$ cat src/rtl/counter_sequencer_pkg.sv
`default_nettype none
// ============================================================================
// Module   : counter_sequencer_pkg
// Purpose  : Shared definitions for the counter sequencer: FSM state
//            encoding, mode/direction codes and default widths.
// Ports    : none (package)
// Revision : 1.0 - initial release
// ============================================================================
package counter_sequencer_pkg;

    localparam int c_DEF_WIDTH     = 3;
    localparam int c_DEF_LIMIT_RST = 7;

    // Code 2'b11 is unused and recovers to S_IDLE.
    typedef enum logic [1:0] {
        S_IDLE = 2'b00,
        S_RUN  = 2'b01,
        S_DONE = 2'b10
    } state_t;

    localparam logic c_MODE_ONESHOT = 1'b0;
    localparam logic c_MODE_LOOP    = 1'b1;
    localparam logic c_DIR_UP       = 1'b0;
    localparam logic c_DIR_DOWN     = 1'b1;

endpackage : counter_sequencer_pkg
`default_nettype wire

$ cat src/rtl/counter_sequencer_core.sv
`default_nettype none
// ============================================================================
// Module   : counter_sequencer_core
// Purpose  : WIDTH-bit up/down counter register with synchronous load.
//            Load has priority over step; arithmetic wraps modulo 2^WIDTH.
// Ports    : clk    - rising-edge clock
//            clear  - asynchronous active-low reset (q -> 0)
//            ld     - load q from ld_val
//            ld_val - load value
//            step   - count one step in direction dir
//            dir    - 0 = up, 1 = down
//            q      - registered counter value
// Revision : 1.0 - initial release
// ============================================================================
module counter_sequencer_core
    import counter_sequencer_pkg::*;
#(
    parameter int WIDTH = c_DEF_WIDTH
) (
    input  logic             clk,
    input  logic             clear,
    input  logic             ld,
    input  logic [WIDTH-1:0] ld_val,
    input  logic             step,
    input  logic             dir,
    output logic [WIDTH-1:0] q
);

    localparam logic [WIDTH-1:0] c_ONE = WIDTH'(1);

    logic [WIDTH-1:0] r_q;

    always_ff @(posedge clk or negedge clear) begin
        if (!clear) begin
            r_q <= '0;
        end else if (ld) begin
            r_q <= ld_val;
        end else if (step) begin
            r_q <= (dir == c_DIR_DOWN) ? (r_q - c_ONE) : (r_q + c_ONE);
        end
    end

    assign q = r_q;

endmodule : counter_sequencer_core
`default_nettype wire

$ cat src/rtl/counter_sequencer.sv
`default_nettype none
// ============================================================================
// Module   : counter_sequencer
// Purpose  : Sequencer for a small up/down counter: start/stop, pause,
//            preload with clamping, one-shot or looping operation and a
//            programmable terminal value latched at start.
// Ports    : clk      - rising-edge clock
//            clear    - asynchronous active-low reset
//            start    - IDLE -> RUN request (level, sampled each edge)
//            stop     - abort RUN; dominates start/load in IDLE
//            en       - step enable while running (0 = pause)
//            dir      - 0 = up, 1 = down
//            mode     - 0 = one-shot, 1 = loop
//            load     - preload q in IDLE
//            load_val - preload value
//            limit    - upper bound, latched at start
//            q        - counter value
//            busy     - running
//            tc       - 1-cycle pulse when a step lands on the terminal value
//            done     - 1-cycle completion flag (one-shot)
// Revision : 1.0 - initial release
// ============================================================================
module counter_sequencer
    import counter_sequencer_pkg::*;
#(
    parameter int WIDTH     = c_DEF_WIDTH,
    parameter int LIMIT_RST = c_DEF_LIMIT_RST
) (
    input  logic             clk,
    input  logic             clear,
    input  logic             start,
    input  logic             stop,
    input  logic             en,
    input  logic             dir,
    input  logic             mode,
    input  logic             load,
    input  logic [WIDTH-1:0] load_val,
    input  logic [WIDTH-1:0] limit,
    output logic [WIDTH-1:0] q,
    output logic             busy,
    output logic             tc,
    output logic             done
);

    localparam logic [WIDTH-1:0] c_ONE = WIDTH'(1);

    state_t           r_state;
    state_t           w_state_nxt;
    logic [WIDTH-1:0] r_lim;
    logic             r_tc;

    logic [WIDTH-1:0] w_q;
    logic [WIDTH-1:0] w_q_stepped;
    logic [WIDTH-1:0] w_term;
    logic [WIDTH-1:0] w_origin;
    logic             w_ld;
    logic [WIDTH-1:0] w_ld_val;
    logic             w_step;
    logic             w_lim_ld;
    logic             w_tc_set;

    // Terminal/origin follow the live dir input, so a direction change
    // mid-run takes effect on the very next step.
    assign w_term      = (dir == c_DIR_DOWN) ? '0    : r_lim;
    assign w_origin    = (dir == c_DIR_DOWN) ? r_lim : '0;
    assign w_q_stepped = (dir == c_DIR_DOWN) ? (w_q - c_ONE) : (w_q + c_ONE);

    always_ff @(posedge clk or negedge clear) begin
        if (!clear) begin
            r_state <= S_IDLE;
            r_lim   <= WIDTH'(LIMIT_RST);
            r_tc    <= 1'b0;
        end else begin
            r_state <= w_state_nxt;
            r_tc    <= w_tc_set;
            if (w_lim_ld) begin
                r_lim <= limit;
            end
        end
    end

    always_comb begin
        w_state_nxt = r_state;
        w_ld        = 1'b0;
        w_ld_val    = w_q;
        w_step      = 1'b0;
        w_lim_ld    = 1'b0;
        w_tc_set    = 1'b0;
        case (r_state)
            S_IDLE: begin
                if (!stop) begin
                    if (start) begin
                        // Clamp against the incoming limit so q never
                        // starts beyond the new terminal.
                        w_lim_ld    = 1'b1;
                        w_ld        = 1'b1;
                        w_ld_val    = (w_q < limit) ? w_q : limit;
                        w_state_nxt = S_RUN;
                    end else if (load) begin
                        w_ld     = 1'b1;
                        w_ld_val = (load_val < r_lim) ? load_val : r_lim;
                    end
                end
            end
            S_RUN: begin
                if (stop) begin
                    w_state_nxt = S_IDLE;
                end else if (en) begin
                    if (w_q == w_term) begin
                        if (mode == c_MODE_LOOP) begin
                            w_ld     = 1'b1;
                            w_ld_val = w_origin;
                        end else begin
                            w_state_nxt = S_DONE;
                        end
                    end else begin
                        w_step = 1'b1;
                        // Landing on terminal flags tc; one-shot finishes on
                        // the same edge so tc and done coincide.
                        if (w_q_stepped == w_term) begin
                            w_tc_set = 1'b1;
                            if (mode == c_MODE_ONESHOT) begin
                                w_state_nxt = S_DONE;
                            end
                        end
                    end
                end
            end
            S_DONE: begin
                w_state_nxt = S_IDLE;
            end
            default: begin
                w_state_nxt = S_IDLE;
            end
        endcase
    end

    counter_sequencer_core #(
        .WIDTH (WIDTH)
    ) u_core (
        .clk    (clk),
        .clear  (clear),
        .ld     (w_ld),
        .ld_val (w_ld_val),
        .step   (w_step),
        .dir    (dir),
        .q      (w_q)
    );

    assign q    = w_q;
    assign busy = (r_state == S_RUN);
    assign done = (r_state == S_DONE);
    assign tc   = r_tc;

endmodule : counter_sequencer
`default_nettype wire

$ cat config.mk
export PLATFORM = sky130hd
export DESIGN_NAME = counter_sequencer
export DESIGN_NICKNAME = d
export VERILOG_FILES = /design/src/rtl/counter_sequencer_pkg.sv /design/src/rtl/counter_sequencer_core.sv /design/src/rtl/counter_sequencer.sv
export SDC_FILE = /design/constraint.sdc
export NUM_CORES = 1
export LEC_CHECK = 0
export BUFFER_PORTS_ARGS = -buffer_cell sky130_fd_sc_hd__buf_2
export CAP_MARGIN = 20
export CORE_ASPECT_RATIO = 1.5
export CORE_MARGIN = 2
export CORE_UTILIZATION = 35
export DETAILED_ROUTE_END_ITERATION = 10
export GPL_ROUTABILITY_DRIVEN = 0
export GPL_TIMING_DRIVEN = 0
export PLACE_DENSITY = 0.59
export SETUP_SLACK_MARGIN = 0.4
export SKIP_CTS_REPAIR_TIMING = 1
export SLEW_MARGIN = 20
export SYNTH_ARGS = -nofsm -noshare
export SYNTH_HDL_FRONTEND = slang
export SYNTH_SLANG_ARGS = --single-unit
$ cat constraint.sdc
create_clock -name clk -period 3.2 [get_ports clk]
set_input_delay 0.48 -clock clk [delete_from_list [all_inputs] [get_ports clk]]
set_output_delay 0.48 -clock clk [all_outputs]
set_load 0.01 [all_outputs]
Yosys cells after proc, flatten, opt, wreduce, memory -nomap -nowiden --
Index checks and enable logic that the tools add are counted.
Operators by class: equality and inequality tests 16, $lt $le $gt $ge 2, mux-type cells 43, reductions and logical operators 4, add/sub/neg operators 2
Operators with widths (number):
- two-way mux 3 bit | 14
- != test 3 bit, second input constant | 7
- two-way mux 1 bit | 19
- two-way mux 2 bit | 7
- AND reduction 9 bit | 1
- != test 4 bit, second input constant | 2
- equality test 3 bit | 2
- less-than comparator 3 bit | 2
- case mux 3 bit (2 select lines) | 1
- != test 2 bit, second input constant | 2
- != test 4 x 2 -> 1 bit, second input constant | 1
- case mux 2 bit (2 select lines) | 1
- AND reduction 4 bit | 1
- adder 3 x 1 -> 3 bit, second input constant | 1
- subtractor 3 x 1 -> 3 bit, second input constant | 1
- equality test 2 x 1 -> 1 bit, second input constant | 1
- equality test 2 bit, second input constant | 1
- zero test 2 bit | 1
- case mux 1 bit (2 select lines) | 1
- nonzero test 2 bit | 1
Word-level totals: word-level logic and storage cells 71, output and inout bits 6, register bits 9, input port bits 14

Longest topological paths before layout --
word-level depth 8, mapped depth 9

Cells and area by module --
From an unflattened synthesis, not the netlist that was laid out.
Second synthesis, totals: cells, all modules 126, area total of the unflattened synthesis 1069.8 um2
Modules (own cells, without submodules):
- counter_sequencer | seq. area each 153.9 um2, area each 883.3 um2, instances 1, cells each 107
- counter_sequencer_core | seq. area each 75.1 um2, area each 186.4 um2, instances 1, cells each 19

Worst setup path before layout --
Ideal clock, no wire load.
path kind reg2reg, start point register r_lim[2], end point register u_core.r_q[1] (netlist: u_core.q[1]), arrival 2.213 ns, required time 3.079 ns, buffers on the path 1, path slack 0.866 ns, stages on the path, launching flop included 10, cell sequence dfstp_2 > buf_6 > inv_1 > ha_1 > a21o_1 > a31oi_1 > mux2i_1 > nor3_1 > or4_1 > a22o_1
Between the ends: longest elaborated chain between the ends 8
RTL lines:
- from (decl) | line counter_sequencer.sv:49 | logic [WIDTH-1:0] r_lim;
- from (signal assigned) | line counter_sequencer.sv:71 | r_lim <= WIDTH'(LIMIT_RST);
- from (signal assigned) | line counter_sequencer.sv:77 | r_lim <= limit;
- two-way mux 3 bit | line counter_sequencer.sv:64 | assign w_term = (dir == c_DIR_DOWN) ? '0 : r_lim;
- equality test 3 bit | line counter_sequencer.sv:109 | if (w_q == w_term) begin
- two-way mux 1 bit | line counter_sequencer.sv:109
- two-way mux 1 bit | line counter_sequencer.sv:108 | end else if (en) begin
- two-way mux 1 bit | line counter_sequencer.sv:106 | if (stop) begin
- case mux 1 bit (2 select lines) / two-way mux 1 bit (equally long branches) | line counter_sequencer.sv:89 | case (r_state)
- != test 4 bit (no line) (tied with other cells)
- AND reduction 9 bit (no line)
- to (signal assigned) | line counter_sequencer_core.sv:37 | r_q <= ld_val;
- to (signal assigned) | line counter_sequencer_core.sv:39 | r_q <= (dir == c_DIR_DOWN) ? (r_q - c_ONE) : (r_q + c_ONE);
- to (decl) | line counter_sequencer_core.sv:31 | logic [WIDTH-1:0] r_q;
Parallel ways exist; a longest one is shown, timed or not. The select of a mux whose other input is x is not followed. A chain may end at the register's enable or synchronous reset.

Worst setup path in the final report --
Same ends and word-level chain as after synthesis.

==> flow_summary_export.csv <==
group,metric,value,unit
outcome,status,"complete, no violations",
hold_path,worst_hold_path_type,"primary input to async pin",
critical_path,cp_slowest_cell,"or4_1",
critical_path,cp.arrival,2.66,ns
sta,period_minus_slack,2.51,ns
critical_path,critPathKind,"register to register",
grt,gr-usage-all-layers,0.154,
critical_path,critPathCaptureType,"register",
synth,synth-seq-cells,9,
place,dp_cells,141,
power,peakVddDrop,0.000285,V
synth,synth_async_sr_flop_share,1.00,
critical_path,crit_path_max_incr_delay,0.53,ns
cts,cts-htree-levels,1,
floorplan,fp.coreArea,2260,sq um
power,p_sw,0.330,mW
layout,nets,142,
place,hpwl,1.57,mm
critical_path,crit_chain,"buf_6 -> inv_1 -> ha_1 -> a21o_1 -> a31oi_1 -> mux2i_1 -> nor3_1 -> or4_1 -> a22o_1",
layout,antennaDiodeCount,0,
floorplan,die_w,44.1,um
place,io_buffers,17,
layout,seq_area,229,sq um
cts,cts_tree,"built",
drt,first_pass_iters,4,
grt,grt_pass1_vias,766,
floorplan,initial_core_util,0.374,
power,p_int,0.410,mW
critical_path,worstPathRequired,3.35,ns
synth,yosys_warnings,0,
synth,syn-num-nets,120,
grt,grt_max_degree,10,
layout,multi_input_area,551,sq um
drt,via_per_inst,5.41,
power,swShare,0.446,
drt,post_drt_wl_per_cell,13.2,um
layout,final_cells,145,
sta,finalHoldViolations,0,
layout,nFillCells,224,
cts,clock_latency,0.27,ns
sta,slew_headroom,0.727,
critical_path,cp-start-kind,"register",
drt,drc,0,
sta,holdWs,0.0562,ns
layout,syn_to_final_growth,16.6,%
place,post-place-ws,0.663,ns
sta,finClkSkew,0.00308,ns
cts,cts_inserted_buffers,3,
cts,cts.path.max_buffers,2,
sta,worst_pin_slew,0.400,ns
layout,final_common_cell,"buf_2",
grt,overflow,0,
synth,synthFlopType,"dfrtp_1",
drt,drt_iter0_markers,21,
critical_path,cp_top_family,"compound AO/OA/AOI/OAI gates",
floorplan,die_h,64.2,um
sta,maxSlewViolCount,0,
grt,grt_first_pass_wirelength,3.35,mm
power,leakagePower,0.452,nW
power,powerDensity,751,nW/um^2
cts,clk_pin_slew,0.06,ns
synth,synth.largest_area_cell,"dfrtp_1",
synth,ys_top_cells_by_area,"dfrtp_1, dfstp_2, ha_1",
drt,drt-total-wl,1.92,mm
critical_path,crit_fanout,7,
sta,setup_viol,0,
power,comb_power_share,0.588,
synth,ys_types,38,
flow_run,maxCapViolations,0,
synth,synth_top_area_share,0.178,
synth,synth_edf_count,0,
drt,vias,785,
floorplan,num_rows,21,
sta,setup_tns,0,ns
power,power.share.clock,0.122,
synth,syn_area,845,sq um
cts,root_buffer,"clkbuf_4",
synth,ys_seq_area_frac,0.271,
layout,final_layout_size_suffix_gt1_frac,0.230,
critical_path,critPathBufInv,2,
cts,cts.sinks,9,
synth,avgSynthCellArea,8.36,sq um
synth,synth_cells,101,
sta,rsz0062_at_grt,"false",
floorplan,fp.dieArea,2830,sq um
power,seqPwrFrac,0.290,
floorplan,io_pins,20,
layout,final_cell_mix,"buf_2, inv_1, nand2_1",
sta,fmax,399,MHz
sta,fin_ws,0.694,ns
sta,finalCritPeriodShare,0.783,
drt,ant_nets,0,
grt,antenna_found_initial,0,
-- sequential cells by signal, summed over array words and instances (netlist names) --
register and count:
u_core.q 3, r_lim 3, r_state 2, tc 1
-- cells by family after synthesis --
logic type      share of synthesized area
fa+ha+maj                          0.0830
simple gates                        0.203
mux                                0.0504
compound gates                      0.242
xor+xnor                           0.0741
buf+inv                            0.0770
flops                               0.271
-- path summary, 6_finish.rpt --
kind | endpoint | start | slack [ns] | cells past startpoint
setup / recovery | u_core.q[1]$_DFFE_PN0P_ | r_lim[2]$_DFFE_PN1P_ | 0.69 | 9
hold / removal | r_state[0]$_DFFE_PN0P_ | clear | 0.06 | 1
setup reg to reg | u_core.q[1]$_DFFE_PN0P_ | r_lim[2]$_DFFE_PN1P_ | 0.69 | 9
hold reg to reg | r_lim[1]$_DFFE_PN1P_ | r_lim[1]$_DFFE_PN1P_ | 0.53 | 2
max in group asynchronous | r_lim[1]$_DFFE_PN1P_ | clear | 2.89 | 1
min in group clk | r_state[1]$_DFFE_PN0P_ | mode | 0.41 | 2
-- Yosys cell counts (4+ instances only) --
library cell,n
inv_1,12
nor2b_1,5
ha_1,4
dfrtp_1,6
nor3_1,5
o21ai_1,4
o21ai_0,6
a21oi_1,6
nand2_1,11
xnor2_1,4
-- area by class of cell --
type	count	share of cell area
Clock buffer	4	0.0267
Inverter	12	0.0457
Timing Repair Buffer	17	0.0864
Sequential cell	9	0.233
Buffer	3	0.0203
Multi-Input combinational cell	77	0.559
Tap cell	23	0.0292
-- layer usage --
layer / GRT usage / wire length, um / part of all wire / vias up
met5: 0 / 0 / 0 / -
met4: 0.0682 / 27 / 0.014 / 0
met3: 0.0169 / 88 / 0.046 / 4
met2: 0.263 / 979 / 0.51 / 21
met1: 0.188 / 825 / 0.43 / 355
li1: - / - / - / 405
-- power groups by stage --
| stage | registers [mW] | clock network, mW | logic [mW] |
|---|---|---|---|
| after floorplan | 0.213 | 0 | 0.333 |
| after global placement | 0.217 | 0 | 0.426 |
| after detailed placement | 0.217 | 0 | 0.433 |
| after CTS | 0.215 | 0.0924 | 0.438 |
| after global routing | 0.223 | 0.0953 | 0.498 |
| final | 0.215 | 0.0902 | 0.435 |
-- through the flow --
step           utilization  power (mW)  cell area, sq um
2_1_floorplan            -       0.546               845
3_3_place_gp         0.424       0.642               958
3_5_place_dp         0.424       0.651               958
4_1_cts              0.436       0.746               985
5_1_grt              0.436       0.816               985
6_report             0.436       0.740               985
Power figures use the tool's default switching activity.
